**config.mk**
```make
export PLATFORM = sky130hd
export DESIGN_NAME = sysram_arbiter_flat
export DESIGN_NICKNAME = d
export VERILOG_FILES = /design/src/rtl/sysram_arbiter_pkg.sv /design/src/rtl/sysram_arbiter_if.sv /design/src/rtl/sysram_arbiter_rr_pick.sv /design/src/rtl/sysram_arbiter.sv /design/src/flat_wrapper.sv
export SDC_FILE = /design/constraint.sdc
export NUM_CORES = 1
export LEC_CHECK = 0
export BUFFER_PORTS_ARGS = -buffer_cell sky130_fd_sc_hd__buf_2
export CAP_MARGIN = 40
export CORE_AREA = 3 3 149 151
export CTS_CLUSTER_SIZE = 10
export DETAILED_ROUTE_END_ITERATION = 10
export DIE_AREA = 0 0 152 154
export PLACE_DENSITY_LB_ADDON = 0.15
export SLEW_MARGIN = 20
export SYNTH_ARGS = -nofsm -noshare
export SYNTH_HDL_FRONTEND = slang
export SYNTH_SLANG_ARGS = --single-unit
export TNS_END_PERCENT = 1
```
**constraint.sdc**
```tcl
create_clock -name wb_clk_i -period 2 [get_ports wb_clk_i]
set_input_delay 0 -clock wb_clk_i [delete_from_list [all_inputs] [get_ports wb_clk_i]]
set_output_delay 0 -clock wb_clk_i [all_outputs]
set_load 0.05 [all_outputs]
```
**src/rtl/sysram_arbiter_pkg.sv**
```systemverilog
// Shared types and constants for the system-memory Wishbone arbiter.
package sysram_arbiter_pkg;

    localparam int MAX_MASTERS = 8;

    localparam logic [2:0] CTI_CLASSIC = 3'b000;
    localparam logic [2:0] CTI_INCR    = 3'b010;
    localparam logic [2:0] CTI_EOB     = 3'b111;

    typedef enum logic [1:0] {
        IDLE  = 2'd0,
        OWN   = 2'd1,
        ABORT = 2'd2
    } arb_state_t;

    // Round-robin successor of a master index, wrapping at n.
    function automatic int next_index(input int idx, input int n);
        return (idx + 1 >= n) ? 0 : idx + 1;
    endfunction

endpackage

```
**src/rtl/sysram_arbiter_if.sv**
```systemverilog
// Wishbone bundle between the intercon master ports, the arbiter and the memory slave.
interface sysram_arbiter_if #(
    parameter int NUM_MASTERS = 3,
    parameter int AW          = 32,
    parameter int DW          = 32
);
    logic [NUM_MASTERS*AW-1:0]     wbm_adr_i;
    logic [NUM_MASTERS*DW-1:0]     wbm_dat_i;
    logic [NUM_MASTERS*(DW/8)-1:0] wbm_sel_i;
    logic [NUM_MASTERS*3-1:0]      wbm_cti_i;
    logic [NUM_MASTERS*2-1:0]      wbm_bte_i;
    logic [NUM_MASTERS-1:0]        wbm_we_i;
    logic [NUM_MASTERS-1:0]        wbm_cyc_i;
    logic [NUM_MASTERS-1:0]        wbm_stb_i;
    logic [DW-1:0]                 wbm_dat_o;
    logic [NUM_MASTERS-1:0]        wbm_ack_o;
    logic [NUM_MASTERS-1:0]        wbm_err_o;
    logic [NUM_MASTERS-1:0]        wbm_rty_o;

    logic [AW-1:0]                 wbs_adr_o;
    logic [DW-1:0]                 wbs_dat_o;
    logic [DW/8-1:0]               wbs_sel_o;
    logic [2:0]                    wbs_cti_o;
    logic [1:0]                    wbs_bte_o;
    logic                          wbs_we_o;
    logic                          wbs_cyc_o;
    logic                          wbs_stb_o;
    logic [DW-1:0]                 wbs_dat_i;
    logic                          wbs_ack_i;
    logic                          wbs_err_i;
    logic                          wbs_rty_i;

    // The arbiter is the slave of the master ports and drives the memory port.
    modport slave (
        input  wbm_adr_i, wbm_dat_i, wbm_sel_i, wbm_cti_i, wbm_bte_i,
               wbm_we_i, wbm_cyc_i, wbm_stb_i,
               wbs_dat_i, wbs_ack_i, wbs_err_i, wbs_rty_i,
        output wbm_dat_o, wbm_ack_o, wbm_err_o, wbm_rty_o,
               wbs_adr_o, wbs_dat_o, wbs_sel_o, wbs_cti_o, wbs_bte_o,
               wbs_we_o, wbs_cyc_o, wbs_stb_o
    );

    modport master (
        output wbm_adr_i, wbm_dat_i, wbm_sel_i, wbm_cti_i, wbm_bte_i,
               wbm_we_i, wbm_cyc_i, wbm_stb_i,
               wbs_dat_i, wbs_ack_i, wbs_err_i, wbs_rty_i,
        input  wbm_dat_o, wbm_ack_o, wbm_err_o, wbm_rty_o,
               wbs_adr_o, wbs_dat_o, wbs_sel_o, wbs_cti_o, wbs_bte_o,
               wbs_we_o, wbs_cyc_o, wbs_stb_o
    );

endinterface

```
**src/rtl/sysram_arbiter_rr_pick.sv**
```systemverilog
// Combinational round-robin picker: first requester after last_owner, with wrap.
module rr_pick
    import sysram_arbiter_pkg::*;
#(
    parameter  int N  = 3,
    localparam int IW = $clog2(N)
) (
    input  logic [N-1:0]  req,
    input  logic [IW-1:0] last_owner,
    output logic [N-1:0]  grant,
    output logic [IW-1:0] grant_idx,
    output logic          valid
);

    always_comb begin
        int idx;
        grant     = '0;
        grant_idx = '0;
        valid     = 1'b0;
        idx       = int'(last_owner);
        for (int i = 0; i < N; i++) begin
            idx = next_index(idx, N);
            if (!valid && req[idx]) begin
                valid      = 1'b1;
                grant[idx] = 1'b1;
                grant_idx  = IW'(idx);
            end
        end
    end

endmodule

```
**src/rtl/sysram_arbiter.sv**
```systemverilog
// Round-robin Wishbone B3 arbiter giving one master at a time the whole memory slave,
// with a per-transfer watchdog that aborts accesses the slave never answers.
module sysram_arbiter
    import sysram_arbiter_pkg::*;
#(
    parameter int NUM_MASTERS    = 3,
    parameter int AW             = 32,
    parameter int DW             = 32,
    parameter int TIMEOUT_CYCLES = 255
) (
    input  logic                   wb_clk_i,
    input  logic                   wb_rst_n_i,
    sysram_arbiter_if.slave        bus,
    output logic [NUM_MASTERS-1:0] grant_o,
    output logic                   timeout_o
);

    localparam int SW = DW / 8;
    localparam int OW = $clog2(NUM_MASTERS);
    localparam int CW = (TIMEOUT_CYCLES > 0) ? $clog2(TIMEOUT_CYCLES + 1) : 1;
    localparam logic [CW-1:0] CNT_LIMIT = CW'(TIMEOUT_CYCLES);
    localparam logic [OW-1:0] LAST_INIT = OW'(NUM_MASTERS - 1);

    arb_state_t             state, state_next;
    logic [OW-1:0]          owner, last_owner;
    logic [NUM_MASTERS-1:0] owner_grant;
    logic [CW-1:0]          wd_count;
    logic [NUM_MASTERS-1:0] pick_grant;
    logic [OW-1:0]          pick_idx;
    logic                   pick_valid;
    logic                   owner_cyc, owner_stb, slave_resp, wd_expire;
    logic [NUM_MASTERS-1:0] resp_gate;

    rr_pick #(.N(NUM_MASTERS)) u_pick (
        .req        (bus.wbm_cyc_i),
        .last_owner (last_owner),
        .grant      (pick_grant),
        .grant_idx  (pick_idx),
        .valid      (pick_valid)
    );

    assign owner_cyc  = bus.wbm_cyc_i[owner];
    assign owner_stb  = bus.wbm_stb_i[owner];
    assign slave_resp = bus.wbs_ack_i | bus.wbs_err_i | bus.wbs_rty_i;
    // A response landing in the expiry cycle wins over the abort.
    assign wd_expire  = (TIMEOUT_CYCLES != 0) && (state == OWN) && owner_cyc && owner_stb
                        && !slave_resp && (wd_count == CNT_LIMIT);

    always_ff @(posedge wb_clk_i or negedge wb_rst_n_i) begin
        if (!wb_rst_n_i) begin
            state <= IDLE;
        end else begin
            state <= state_next;
        end
    end

    always_comb begin
        state_next = state;
        unique case (state)
            IDLE:    if (pick_valid) state_next = OWN;
            OWN:     if (!owner_cyc) state_next = IDLE;
                     else if (wd_expire) state_next = ABORT;
            ABORT:   if (!owner_cyc) state_next = IDLE;
            default: state_next = IDLE;
        endcase
    end

    always_ff @(posedge wb_clk_i or negedge wb_rst_n_i) begin
        if (!wb_rst_n_i) begin
            owner       <= '0;
            owner_grant <= '0;
            last_owner  <= LAST_INIT;
            wd_count    <= '0;
        end else begin
            if (state == IDLE && pick_valid) begin
                owner       <= pick_idx;
                owner_grant <= pick_grant;
            end
            if (state != IDLE && state_next == IDLE) begin
                last_owner <= owner;
            end
            if (state != OWN || !owner_stb || slave_resp) begin
                wd_count <= '0;
            end else if (wd_count != CNT_LIMIT) begin
                wd_count <= wd_count + 1'b1;
            end
        end
    end

    // The slave sees the owner's request only while the cycle is owned; ABORT and IDLE park the bus at zero.
    always_comb begin
        bus.wbs_adr_o = '0;
        bus.wbs_dat_o = '0;
        bus.wbs_sel_o = '0;
        bus.wbs_cti_o = '0;
        bus.wbs_bte_o = '0;
        bus.wbs_we_o  = 1'b0;
        bus.wbs_cyc_o = 1'b0;
        bus.wbs_stb_o = 1'b0;
        if (state == OWN) begin
            bus.wbs_adr_o = bus.wbm_adr_i[owner*AW +: AW];
            bus.wbs_dat_o = bus.wbm_dat_i[owner*DW +: DW];
            bus.wbs_sel_o = bus.wbm_sel_i[owner*SW +: SW];
            bus.wbs_cti_o = bus.wbm_cti_i[owner*3 +: 3];
            bus.wbs_bte_o = bus.wbm_bte_i[owner*2 +: 2];
            bus.wbs_we_o  = bus.wbm_we_i[owner];
            bus.wbs_cyc_o = owner_cyc;
            bus.wbs_stb_o = owner_stb;
        end
    end

    assign resp_gate     = (state == OWN) ? owner_grant : '0;
    assign bus.wbm_ack_o = resp_gate & {NUM_MASTERS{bus.wbs_ack_i}};
    assign bus.wbm_err_o = resp_gate & {NUM_MASTERS{bus.wbs_err_i | wd_expire}};
    assign bus.wbm_rty_o = resp_gate & {NUM_MASTERS{bus.wbs_rty_i}};
    assign bus.wbm_dat_o = bus.wbs_dat_i;

    assign grant_o   = (state == IDLE) ? '0 : owner_grant;
    assign timeout_o = wd_expire;

endmodule

```
**src/flat_wrapper.sv**
```systemverilog
// flat-port wrapper written by rule: the top's interface ports become plain ports
module sysram_arbiter_flat import sysram_arbiter_pkg::*;
#(
    parameter int NUM_MASTERS    = 3,
    parameter int AW             = 32,
    parameter int DW             = 32,
    parameter int TIMEOUT_CYCLES = 255
)
  (wb_clk_i, wb_rst_n_i, grant_o, timeout_o, bus_wbm_adr_i, bus_wbm_dat_i, bus_wbm_sel_i, bus_wbm_cti_i, bus_wbm_bte_i, bus_wbm_we_i, bus_wbm_cyc_i, bus_wbm_stb_i, bus_wbs_dat_i, bus_wbs_ack_i, bus_wbs_err_i, bus_wbs_rty_i, bus_wbm_dat_o, bus_wbm_ack_o, bus_wbm_err_o, bus_wbm_rty_o, bus_wbs_adr_o, bus_wbs_dat_o, bus_wbs_sel_o, bus_wbs_cti_o, bus_wbs_bte_o, bus_wbs_we_o, bus_wbs_cyc_o, bus_wbs_stb_o);
  sysram_arbiter_if #(.NUM_MASTERS(NUM_MASTERS), .AW(AW), .DW(DW)) bus_i ();
  input  logic wb_clk_i;
  input  logic wb_rst_n_i;
  output logic [NUM_MASTERS-1:0] grant_o;
  output logic timeout_o;
  input wire logic [$bits(bus_i.wbm_adr_i)-1:0] bus_wbm_adr_i;
  input wire logic [$bits(bus_i.wbm_dat_i)-1:0] bus_wbm_dat_i;
  input wire logic [$bits(bus_i.wbm_sel_i)-1:0] bus_wbm_sel_i;
  input wire logic [$bits(bus_i.wbm_cti_i)-1:0] bus_wbm_cti_i;
  input wire logic [$bits(bus_i.wbm_bte_i)-1:0] bus_wbm_bte_i;
  input wire logic [$bits(bus_i.wbm_we_i)-1:0] bus_wbm_we_i;
  input wire logic [$bits(bus_i.wbm_cyc_i)-1:0] bus_wbm_cyc_i;
  input wire logic [$bits(bus_i.wbm_stb_i)-1:0] bus_wbm_stb_i;
  input wire logic [$bits(bus_i.wbs_dat_i)-1:0] bus_wbs_dat_i;
  input wire logic [$bits(bus_i.wbs_ack_i)-1:0] bus_wbs_ack_i;
  input wire logic [$bits(bus_i.wbs_err_i)-1:0] bus_wbs_err_i;
  input wire logic [$bits(bus_i.wbs_rty_i)-1:0] bus_wbs_rty_i;
  output wire logic [$bits(bus_i.wbm_dat_o)-1:0] bus_wbm_dat_o;
  output wire logic [$bits(bus_i.wbm_ack_o)-1:0] bus_wbm_ack_o;
  output wire logic [$bits(bus_i.wbm_err_o)-1:0] bus_wbm_err_o;
  output wire logic [$bits(bus_i.wbm_rty_o)-1:0] bus_wbm_rty_o;
  output wire logic [$bits(bus_i.wbs_adr_o)-1:0] bus_wbs_adr_o;
  output wire logic [$bits(bus_i.wbs_dat_o)-1:0] bus_wbs_dat_o;
  output wire logic [$bits(bus_i.wbs_sel_o)-1:0] bus_wbs_sel_o;
  output wire logic [$bits(bus_i.wbs_cti_o)-1:0] bus_wbs_cti_o;
  output wire logic [$bits(bus_i.wbs_bte_o)-1:0] bus_wbs_bte_o;
  output wire logic [$bits(bus_i.wbs_we_o)-1:0] bus_wbs_we_o;
  output wire logic [$bits(bus_i.wbs_cyc_o)-1:0] bus_wbs_cyc_o;
  output wire logic [$bits(bus_i.wbs_stb_o)-1:0] bus_wbs_stb_o;
  assign bus_i.wbm_adr_i = bus_wbm_adr_i;
  assign bus_i.wbm_dat_i = bus_wbm_dat_i;
  assign bus_i.wbm_sel_i = bus_wbm_sel_i;
  assign bus_i.wbm_cti_i = bus_wbm_cti_i;
  assign bus_i.wbm_bte_i = bus_wbm_bte_i;
  assign bus_i.wbm_we_i = bus_wbm_we_i;
  assign bus_i.wbm_cyc_i = bus_wbm_cyc_i;
  assign bus_i.wbm_stb_i = bus_wbm_stb_i;
  assign bus_i.wbs_dat_i = bus_wbs_dat_i;
  assign bus_i.wbs_ack_i = bus_wbs_ack_i;
  assign bus_i.wbs_err_i = bus_wbs_err_i;
  assign bus_i.wbs_rty_i = bus_wbs_rty_i;
  assign bus_wbm_dat_o = bus_i.wbm_dat_o;
  assign bus_wbm_ack_o = bus_i.wbm_ack_o;
  assign bus_wbm_err_o = bus_i.wbm_err_o;
  assign bus_wbm_rty_o = bus_i.wbm_rty_o;
  assign bus_wbs_adr_o = bus_i.wbs_adr_o;
  assign bus_wbs_dat_o = bus_i.wbs_dat_o;
  assign bus_wbs_sel_o = bus_i.wbs_sel_o;
  assign bus_wbs_cti_o = bus_i.wbs_cti_o;
  assign bus_wbs_bte_o = bus_i.wbs_bte_o;
  assign bus_wbs_we_o = bus_i.wbs_we_o;
  assign bus_wbs_cyc_o = bus_i.wbs_cyc_o;
  assign bus_wbs_stb_o = bus_i.wbs_stb_o;
  sysram_arbiter #(.NUM_MASTERS(NUM_MASTERS), .AW(AW), .DW(DW), .TIMEOUT_CYCLES(TIMEOUT_CYCLES)) u_core (.wb_clk_i(wb_clk_i), .wb_rst_n_i(wb_rst_n_i), .bus(bus_i), .grant_o(grant_o), .timeout_o(timeout_o));
endmodule
```
Word-level counts from Yosys, hierarchy flattened:

Cells that the tools add are included.
W data, S select, Z words.

* bits in registers: 17
* latch bits: 0
* memory bits (writable): 0
* ROM bits: 0
* input port bits: 265
* output and inout port bits: 121
* logic and storage cells: 109
* memories: 0

* add/subtract/negate cells: 4
* multiply operators: 1
* div/mod/pow operators: 0
* order comparisons: 10
* equality and inequality tests: 5
* shift-type cells: 5
* multiplexer cells: 50
* bitwise operators: 8
* reduce and logical (&&, ||, !) cells: 21

Operators with widths (number)
* $shiftx A96 B8 Y32: 2
* $ge A32 B3 Y1 const B: 3
* $mux W32: 2
* $mux W3: 7
* $mux W1: 18
* $mux W2: 8
* $mux W8: 2
* $bmux W1 S2: 6
* $shiftx A12 B5 Y4: 1
* $logic_and A1 B1 Y1: 11
* $and A3 B3 Y3: 3
* $shiftx A9 B5 Y3: 1
* $add A8 B1 Y8 const B: 1
* $eq A8 B8 Y1 const B: 1
* $mux W4: 2
* $ne A8 B8 Y1 const B: 1
* $demux W1 S2: 3
* $or A3 B3 Y3: 2
* $pmux W2 S3: 1
* $shiftx A6 B4 Y2: 1
* $add A4 B1 Y5 const B: 1
* $ge A5 B1 Y1 const B: 1
* $lt A5 B3 Y1 const B: 1
* $mux W5: 1
* other kinds (16): 24

Depth between registers and ports, before layout:

Gate-level depths: netlist (run 1).

* depth in word-level cells: 18
* depth in mapped cells: 7
* mapped depth without buffers: 5

Modules after synthesis:

From an unflattened synthesis (run 1), not the netlist that was laid out.

* cells, all modules: 483
* area total of the unflattened synthesis: 3155.5 um^2

Modules (own cells, without submodules)
* sysram_arbiter: times used 1, cells an instance 471, area each 3065.4 um^2, sequential area each 426.7 um^2
* rr_pick: times used 1, cells an instance 12, area each 90.1 um^2, sequential area each 0.0 um^2

Worst setup path after synthesis (run 1):

OpenSTA, ideal clock, no wires.

* path type: register -> output
* start point: reg u_core.wd_count[0]
* end point: out bus_wbm_err_o[0]
* arrival: 1.869 ns
* data required time: 2.000 ns
* path slack: 0.131 ns
* stages on the path, launching flop included: 6
* path buffers: 0
* cells stage by stage: dfrtp_1 ha_1 nand3_1 nor2_2 nand4_2 a21oi_1

* cells in the longest elaborated chain, start to end: 4

RTL lines
* start, declared: RTL line sysram_arbiter.sv:27 `logic [CW-1:0] wd_count;`
* start signal, assigned: RTL line sysram_arbiter.sv:85 `wd_count <= wd_count + 1'b1;`
* $eq A8 B8 Y1: RTL line sysram_arbiter.sv:47 `&& !slave_resp && (wd_count == CNT_LIMIT);`
* $logic_and A1 B1 Y1: RTL line sysram_arbiter.sv:47
* $or A1 B1 Y1: RTL line sysram_arbiter.sv:114 `assign bus.wbm_err_o = resp_gate & {NUM_MASTERS{bus.wbs_err_i | wd_expire}};`
* $and A3 B3 Y3: RTL line sysram_arbiter.sv:114
* end, declared: RTL line flat_wrapper.sv:29 `output wire logic [$bits(bus_i.wbm_err_o)-1:0] bus_wbm_err_o;`

No other way between the ends.

Worst setup path in the final report (run 1):

* start point: reg u_core.owner[0]
* end point: out bus_wbm_err_o[0]

* cells in the longest elaborated chain, start to end: 8
* elaborated cells on any way between the ends: 10
* classes of those cells: 4 x mux; 2 x bitwise; 4 x reduce/logical

RTL lines
* start, declared: RTL line sysram_arbiter.sv:25 `logic [OW-1:0] owner, last_owner;`
* start signal, assigned: RTL line sysram_arbiter.sv:76 `owner <= pick_idx;`
* $bmux W1 S2: RTL line sysram_arbiter.sv:42 `assign owner_cyc = bus.wbm_cyc_i[owner];`
* $mux W1 (not written as such): RTL line sysram_arbiter.sv:42
* $logic_and A1 B1 Y1: RTL line sysram_arbiter.sv:46 `assign wd_expire = (TIMEOUT_CYCLES != 0) && (state == OWN) && owner_cyc && owner_stb`
* $logic_and A1 B1 Y1 *: RTL line sysram_arbiter.sv:46
* $logic_and A1 B1 Y1 * (2 in a row): RTL line sysram_arbiter.sv:47
* $or A1 B1 Y1 *: RTL line sysram_arbiter.sv:114
* $and A3 B3 Y3 *: RTL line sysram_arbiter.sv:114

Mark *: on every way between the ends. The rest lies on a longest branch, timed or not. The select of a mux whose other input is x is not followed.

==> flow_summary.json, run 1 <==
{
  "status": "finished clean",
  "fin_crit_ps": 1890,
  "fin_skew_ps": 2.18,
  "finalWirelength_mm": 16.9,
  "drc": 0,
  "fin_crit_sh_pct": 94.7,
  "regToRegSetupSlack_ps": 420,
  "async_flop_share_pct": 100,
  "startpoint_type": "register",
  "clock_sinks": 17,
  "muxShareOfSynthArea_pct": 25.8,
  "drtIter0Drc": 196,
  "fmax_mhz": 528,
  "switching_power_uw": 5680,
  "synthAdderAreaFrac_pct": 0.711,
  "grt_pass1_vias": 4314,
  "crit_fanout": 8,
  "start_util_pct": 15.1,
  "wl_per_cell_um": 16.3,
  "port_buffers": 321,
  "final_nets": 1028,
  "tns_ps": 0,
  "syn_area_um2": 3170,
  "grt_usage_pct": 13.1,
  "p_leak_uw": 0.00273,
  "yosys.area.top_type_share_pct": 24.7,
  "synth_edf_count": 0,
  "vdd_drop_max_v": 0.000773,
  "crit_slowest_cell": "dfrtp_4",
  "r2r_start": "u_core.owner[0]",
  "grt_pass1_wl_mm": 24.8,
  "num-fill-cells": 2437,
  "critPathMaxStageDelay_ps": 560,
  "synth_commonest_cells": "nor2_1 (164), a21oi_1 (82), mux2i_1 (78)",
  "worst-setup-path-type": "register to primary output",
  "slew_viol_final": 0,
  "critPathCaptureType": "primary output",
  "die_x_um": 152,
  "hold_violations": 0,
  "dieHeight_um": 154,
  "yosysTopAreaCell": "mux2i_1",
  "power_frac_clock_pct": 4.6,
  "worst_pin_slew_ps": 398,
  "synth.most_common_cell": "nor2_1",
  "design.core.area_um2": 21000,
  "postLayoutCoreUtil_pct": 24.3,
  "ys_types": 39,
  "synth-xor-area-share_pct": 1.11,
  "r2r_end": "u_core.wd_count[2]",
  "setup-violations-final": 0,
  "required_ps": 2000,
  "synth_compound_area_share_pct": 17.1,
  "antenna_found_initial": 4,
  "grt_max_degree": 57,
  "synth_top_family_by_area": "simple AND/OR/NAND/NOR gates",
  "synthSimpleGateAreaFrac_pct": 26.3,
  "drive_above_1_share_pct": 48.0,
  "hpwlAfterDp_mm": 14.0,
  "syn_to_final_growth_pct": 61.0,
  "holdPathEnd": "bus_wbm_dat_o[2]",
  "hold_class": "input port to primary output",
  "vias_per_cell": 4.13,
  "cts_tree": "done",
  "power_frac_seq_pct": 6.4,
  "min-delay-start": "bus_wbs_dat_i[2]",
  "via_count": 4286,
  "place_area_um2": 4900,
  "crit_arrival_ps": 1890,
  "ant_nets": 0,
  "gp_congestion": 0.806,
  "relSlewSlack_pct": 73.5,
  "finalPower_uw": 8600,
  "clk_pin_slew_ps": 50,
  "die_area_um2": 23400,
  "r2r_cells": 5,
  "final_area_um2": 5100,
  "hold-path-cell-count": 0,
  "synth_seq_cells": 17,
  "rows": 53,
  "combinationalPowerShare_pct": 89.0,
  "max-cap-violations": 0,
  "clock_latency_ps": 240,
  "rsz0062_at_grt": "true",
  "synthTopCellsByArea": "mux2i_1 (25%), nor2_1 (19%), a21oi_1 (13%)",
  "synthFlopType": "dfrtp_1",
  "sw_frac_of_total_pct": 66.0,
  "synth_cells": 480,
  "cts_max_level": 1,
  "dr.pass1.iters": 4,
  "powerDensity_nw_per_um2": 1690,
  "numCtsBuffers": 3,
  "syn_nets": 746,
  "cts_root_buf": "clkbuf_16",
  "overflow": 0,
  "synth.avg_cell_area_um2": 6.60,
  "path_cells": "buf_8, nand3b_1, o21ai_2, nand4_4, a21oi_1, clkbuf_4",
  "finalHoldWorstSlack_ps": 0.0140,
  "ys_warn_count": 0,
  "yosysSeqAreaShare_pct": 13.5,
  "clock_path_buffers": 2,
  "ios": 386,
  "p_int_uw": 2920
}
-- critical path, delay by kind of cell, from the launching register on --
kind                   cells  cell delay (ps)
and+or+nand+nor            2              350
buffers and inverters      2              430
DFF                        1              560
AOI/OAI and AO/OA          2              310
-- power groups by stage --
stage	Sequential [uW]	Clock, uW	Combinational, uW
after floorplan	475	0	5850
after global placement	607	0	7550
after detailed placement	604	0	7510
after CTS	580	413	7590
after global routing	575	428	8200
final	554	395	7650
-- sequential cells by signal, summed over array words and instances (netlist names) --
signal              flops
u_core.wd_count         8
u_core.owner_grant      3
u_core.state            2
u_core.last_owner       2
u_core.owner            2
-- per-stage QoR --
step | std cells | setup slack, ps
floorplan | 480 | 131
global placement | 1027 | 270
detailed placement | 1027 | 262
CTS | 1035 | 32.6
global route | 1039 | -10.1
finish | 1039 | 106
-- how the worst max path moves through the flow --
stage	cells past startpoint	slack, ps	end	startpoint
2_1_floorplan	5	130	bus_wbm_err_o[0]	u_core.wd_count[0]
3_3_place_gp	6	270	bus_wbs_adr_o[19]	u_core.owner[0]
6_report	6	110	bus_wbm_err_o[0]	u_core.owner[0]
3_5_place_dp	6	260	bus_wbs_adr_o[19]	u_core.owner[0]
4_1_cts	5	30	bus_wbm_err_o[1]	u_core.owner[0]
5_1_grt	7	-10	bus_wbs_dat_o[11]	u_core.owner[0]
-- layout by cell type, fill, tap and decap left out, types with 4 or more instances in the layout --
cell type	instances
o211ai_1	5
inv_1	9
a21oi_1	82
buf_12	6
dfrtp_1	14
and3_1	7
xor2_1	4
buf_2	314
buf_4	17
mux2i_1	76
o21ai_0	10
nor2_1	162
nand2_1	5
-- cell families after synthesis --
group	Yosys count
xor gates and xnor gates	4
and+or+nand+nor	198
AOI/OAI and AO/OA	103
adders and majority gates	2
DFF	17
muxes	80
buffers and inverters	76
-- repair_timing --
action	4_1_cts	5_1_grt
setup buffers	3	1
resized for setup	0	17
endpoints found under the setup margin	2	20
endpoints found under the hold margin	16	0
cloned	0	0
hold buffers	1	0
-- per-layer routing --
metal	routed length [um]	up-vias	track usage (%)
li1	-	2146	-
met1	6490	1883	15.4
met2	8580	219	23.4
met3	1320	36	3.04
met4	510	2	4.49
met5	13	-	0
-- final cells by class --
type | count | area [um2] | area share (%)
multi-input combinational | 387 | 2290 | 45.0
timing repair buffer | 344 | 1910 | 37.5
sequential | 17 | 432 | 8.47
tap | 275 | 344 | 6.75
clock buffer | 4 | 78.8 | 1.55
inverter | 9 | 33.8 | 0.663
antenna | 3 | 7.51 | 0.147
(Power assumes the default switching activity.)
==> inputs of run 2 (changes only) <==
--- a/config.mk
+++ b/config.mk
@@ -7,13 +7,14 @@
 export LEC_CHECK = 0
 export BUFFER_PORTS_ARGS = -buffer_cell sky130_fd_sc_hd__buf_2
 export CAP_MARGIN = 40
-export CORE_AREA = 3 3 149 151
+export CORE_AREA = 3 3 150 152
 export CTS_CLUSTER_SIZE = 10
 export DETAILED_ROUTE_END_ITERATION = 10
-export DIE_AREA = 0 0 152 154
+export DIE_AREA = 0 0 153 155
 export PLACE_DENSITY_LB_ADDON = 0.15
-export SLEW_MARGIN = 20
+export SLEW_MARGIN = 25
 export SYNTH_ARGS = -nofsm -noshare
 export SYNTH_HDL_FRONTEND = slang
+export SYNTH_HIERARCHICAL = 1
 export SYNTH_SLANG_ARGS = --single-unit
 export TNS_END_PERCENT = 1
==> run 2 against run 1 <==
  * Sequential share of layout area up 0.18 points
  * Total power down 0.75%
  * Final area down 2.1%
  * Largest power group unchanged
==> flow_summary.json, run 2 <==
{
  "vias_per_cell": 4.16,
  "critPathCaptureType": "primary output",
  "ys_warn_count": 6,
  "p_leak_uw": 0.00266,
  "yosys.area.top_type_share_pct": 24.7,
  "relSlewSlack_pct": 72.1,
  "antenna_found_initial": 0,
  "ys_types": 41,
  "final_nets": 1019,
  "startpoint_type": "register",
  "port_buffers": 321,
  "slew_viol_final": 0,
  "rsz0062_at_grt": "true",
  "worst-setup-path-type": "register to primary output",
  "hpwlAfterDp_mm": 11.7,
  "gp_congestion": 0.779,
  "crit_fanout": 7,
  "syn_area_um2": 3160,
  "drive_above_1_share_pct": 47.2,
  "antennaDiodeCount": 0,
  "dr.pass1.iters": 5,
  "status": "finished clean",
  "crit_slowest_cell": "dfrtp_4",
  "fmax_mhz": 529,
  "crit_arrival_ps": 1890,
  "grt_pass1_vias": 4236,
  "synth_cells": 483,
  "grt_usage_pct": 11.1,
  "m1WireLength_mm": 5.88,
  "via_count": 4275,
  "clk_pin_slew_ps": 50,
  "largest_reg_flops": 8,
  "synth_commonest_cells": "nor2_1 (163), a21oi_1 (79), mux2i_1 (78)",
  "synthFlopType": "dfrtp_1",
  "clock_sinks": 17,
  "dr_wl_met2_mm": 7.28,
  "die_area_um2": 23700,
  "setup-violations-final": 0,
  "maxUsedRoutingLayer": "met4",
  "finalWorstSetupSlack_ps": 108,
  "required_ps": 2000,
  "path_cells": "mux2i_2, o21ai_0, a41oi_1, nor2_1, clkbuf_4",
  "cts_max_level": 1,
  "fin_skew_ps": 2.17,
  "crit_start": "u_core/owner[1]",
  "registers.top_by_ff_count": "u_core/wd_count",
  "fin_crit_ps": 1890,
  "postLayoutCoreUtil_pct": 23.6,
  "finalWirelength_mm": 14.6,
  "powerDensity_nw_per_um2": 1710,
  "clock_path_buffers": 2,
  "r2r_start": "u_core/wd_count[0]",
  "drc": 0,
  "vdd_drop_max_v": 0.000677,
  "cts_tree": "done",
  "final_common_cell": "buf_2",
  "synthTopCellsByArea": "mux2i_1 (25%), nor2_1 (19%), dfrtp_1 (13%)",
  "ios": 386,
  "cts_root_buf": "clkbuf_16",
  "numCtsBuffers": 3,
  "synth_edf_count": 0,
  "max-cap-violations": 0,
  "design.core.area_um2": 21200,
  "wl_per_cell_um": 14.2,
  "mostFrequentLayoutCells": "buf_2 (317), nor2_1 (162), a21oi_1 (79), mux2i_1 (77), dfrtp_1 (14)",
  "yosysSeqAreaShare_pct": 13.5,
  "yosysTopAreaCell": "mux2i_1",
  "fin_crit_sh_pct": 94.6,
  "drtIter0Drc": 206,
  "ant_nets": 0,
  "rows": 53,
  "hold_violations": 0,
  "start_util_pct": 14.9,
  "synth_seq_cells": 17,
  "worst_pin_slew_ps": 419,
  "met3_length_mm": 1.14,
  "grt_max_degree": 76,
  "post-place-ws_ps": 306,
  "async_flop_share_pct": 100,
  "synth.most_common_cell": "nor2_1",
  "reg.largest.list": "u_core/wd_count: 8 flops, u_core/owner_grant: 3 flops",
  "post_cts_buffers": 0,
  "min-delay-start": "bus_wbs_dat_i[6]",
  "grt_pass1_wl_mm": 22.1,
  "tns_ps": 0,
  "finalHoldWorstSlack_ps": 0.0193,
  "syn_to_final_growth_pct": 58.2,
  "clock_latency_ps": 250,
  "num-fill-cells": 2438,
  "die_x_um": 153,
  "critPathMaxStageDelay_ps": 550,
  "synth.avg_cell_area_um2": 6.53,
  "dieHeight_um": 155,
  "overflow": 0,
  "hold_class": "input port to primary output",
  "syn_nets": 749
}
[run 2: cell count changes in the layout (fill, tap and decap cells not counted), moves of 5 or more]
cell      change
mux2_2        +5
inv_1         -7
nand2_1       +5
o211ai_1      -5
buf_4        -11
[run 2: cell type report]
| cell class | count | area, um2 | area share, % |
|---|---|---|---|
| Tap cell | 275 | 344 | 6.89 |
| Multi-Input combinational cell | 395 | 2340 | 46.8 |
| Inverter | 2 | 7.51 | 0.150 |
| Clock buffer | 4 | 78.8 | 1.58 |
| Sequential cell | 17 | 432 | 8.65 |
| Timing Repair Buffer | 334 | 1790 | 35.9 |
[run 2: report_power, final]
part / internal [uW] / switching, uW
registers: 437 / 162
clock network: 271 / 131
logic: 2120 / 5410
total: 2830 / 5700
[run 2: what timing repair did]
| action | CTS | global route |
|---|---|---|
| setup endpoints to repair | 0 | 5 |
| gates resized for setup | 0 | 7 |
| hold endpoints to repair | 16 | 0 |
| hold buffers | 1 | 0 |
[run 2: worst max-delay path, delay by kind of cell, from the launching register on]
| kind | cells | cell delay, ps |
|---|---|---|
| buffers and inverters | 1 | 220 |
| DFF | 1 | 550 |
| muxes | 1 | 340 |
| AOI/OAI and AO/OA | 2 | 440 |
| and+or+nand+nor | 1 | 80 |
[run 2: final timing paths]
check | to | slack (ps) | cells past startpoint
worst min register to register | u_core/last_owner[1] | 500 | 2
min in group asynchronous | u_core/owner_grant[0] | 220 | 2
worst max register to register | u_core/wd_count[4] | 330 | 6
worst min-delay path | bus_wbm_dat_o[6] | 0.02 | 0
max in group asynchronous | u_core/last_owner[1] | 1450 | 2
worst max-delay path | bus_wbm_err_o[0] | 110 | 5
[run 2: per-layer routing]
metal	vias to the layer above	GRT usage [%]
met5	-	0
met4	0	3.01
met3	20	2.31
met2	223	20.5
met1	1885	13.1
li1	2147	-
[run 2: logic make-up (layout without fill, tap and decap cells)]
group / after synthesis / count (layout) / share of synthesized area [%]
DFF: 17 / 17 / 13.5
adders and majority gates: 2 / 2 / 0.753
xor gates and xnor gates: 2 / 2 / 0.555
AOI/OAI and AO/OA: 99 / 99 / 17.0
buffers and inverters: 71 / 340 / 13.4
and+or+nand+nor: 209 / 209 / 28.2
muxes: 83 / 83 / 26.5
[run 2: per-stage QoR]
| step | instances | power, uW | instance area (um2) |
|---|---|---|---|
| floorplan | 483 | 6480 | 3170 |
| global placement | 1022 | 8260 | 4880 |
| detailed placement | 1022 | 8180 | 4880 |
| CTS | 1027 | 8630 | 4970 |
| global route | 1027 | 9160 | 4990 |
| finish | 1027 | 8530 | 4990 |
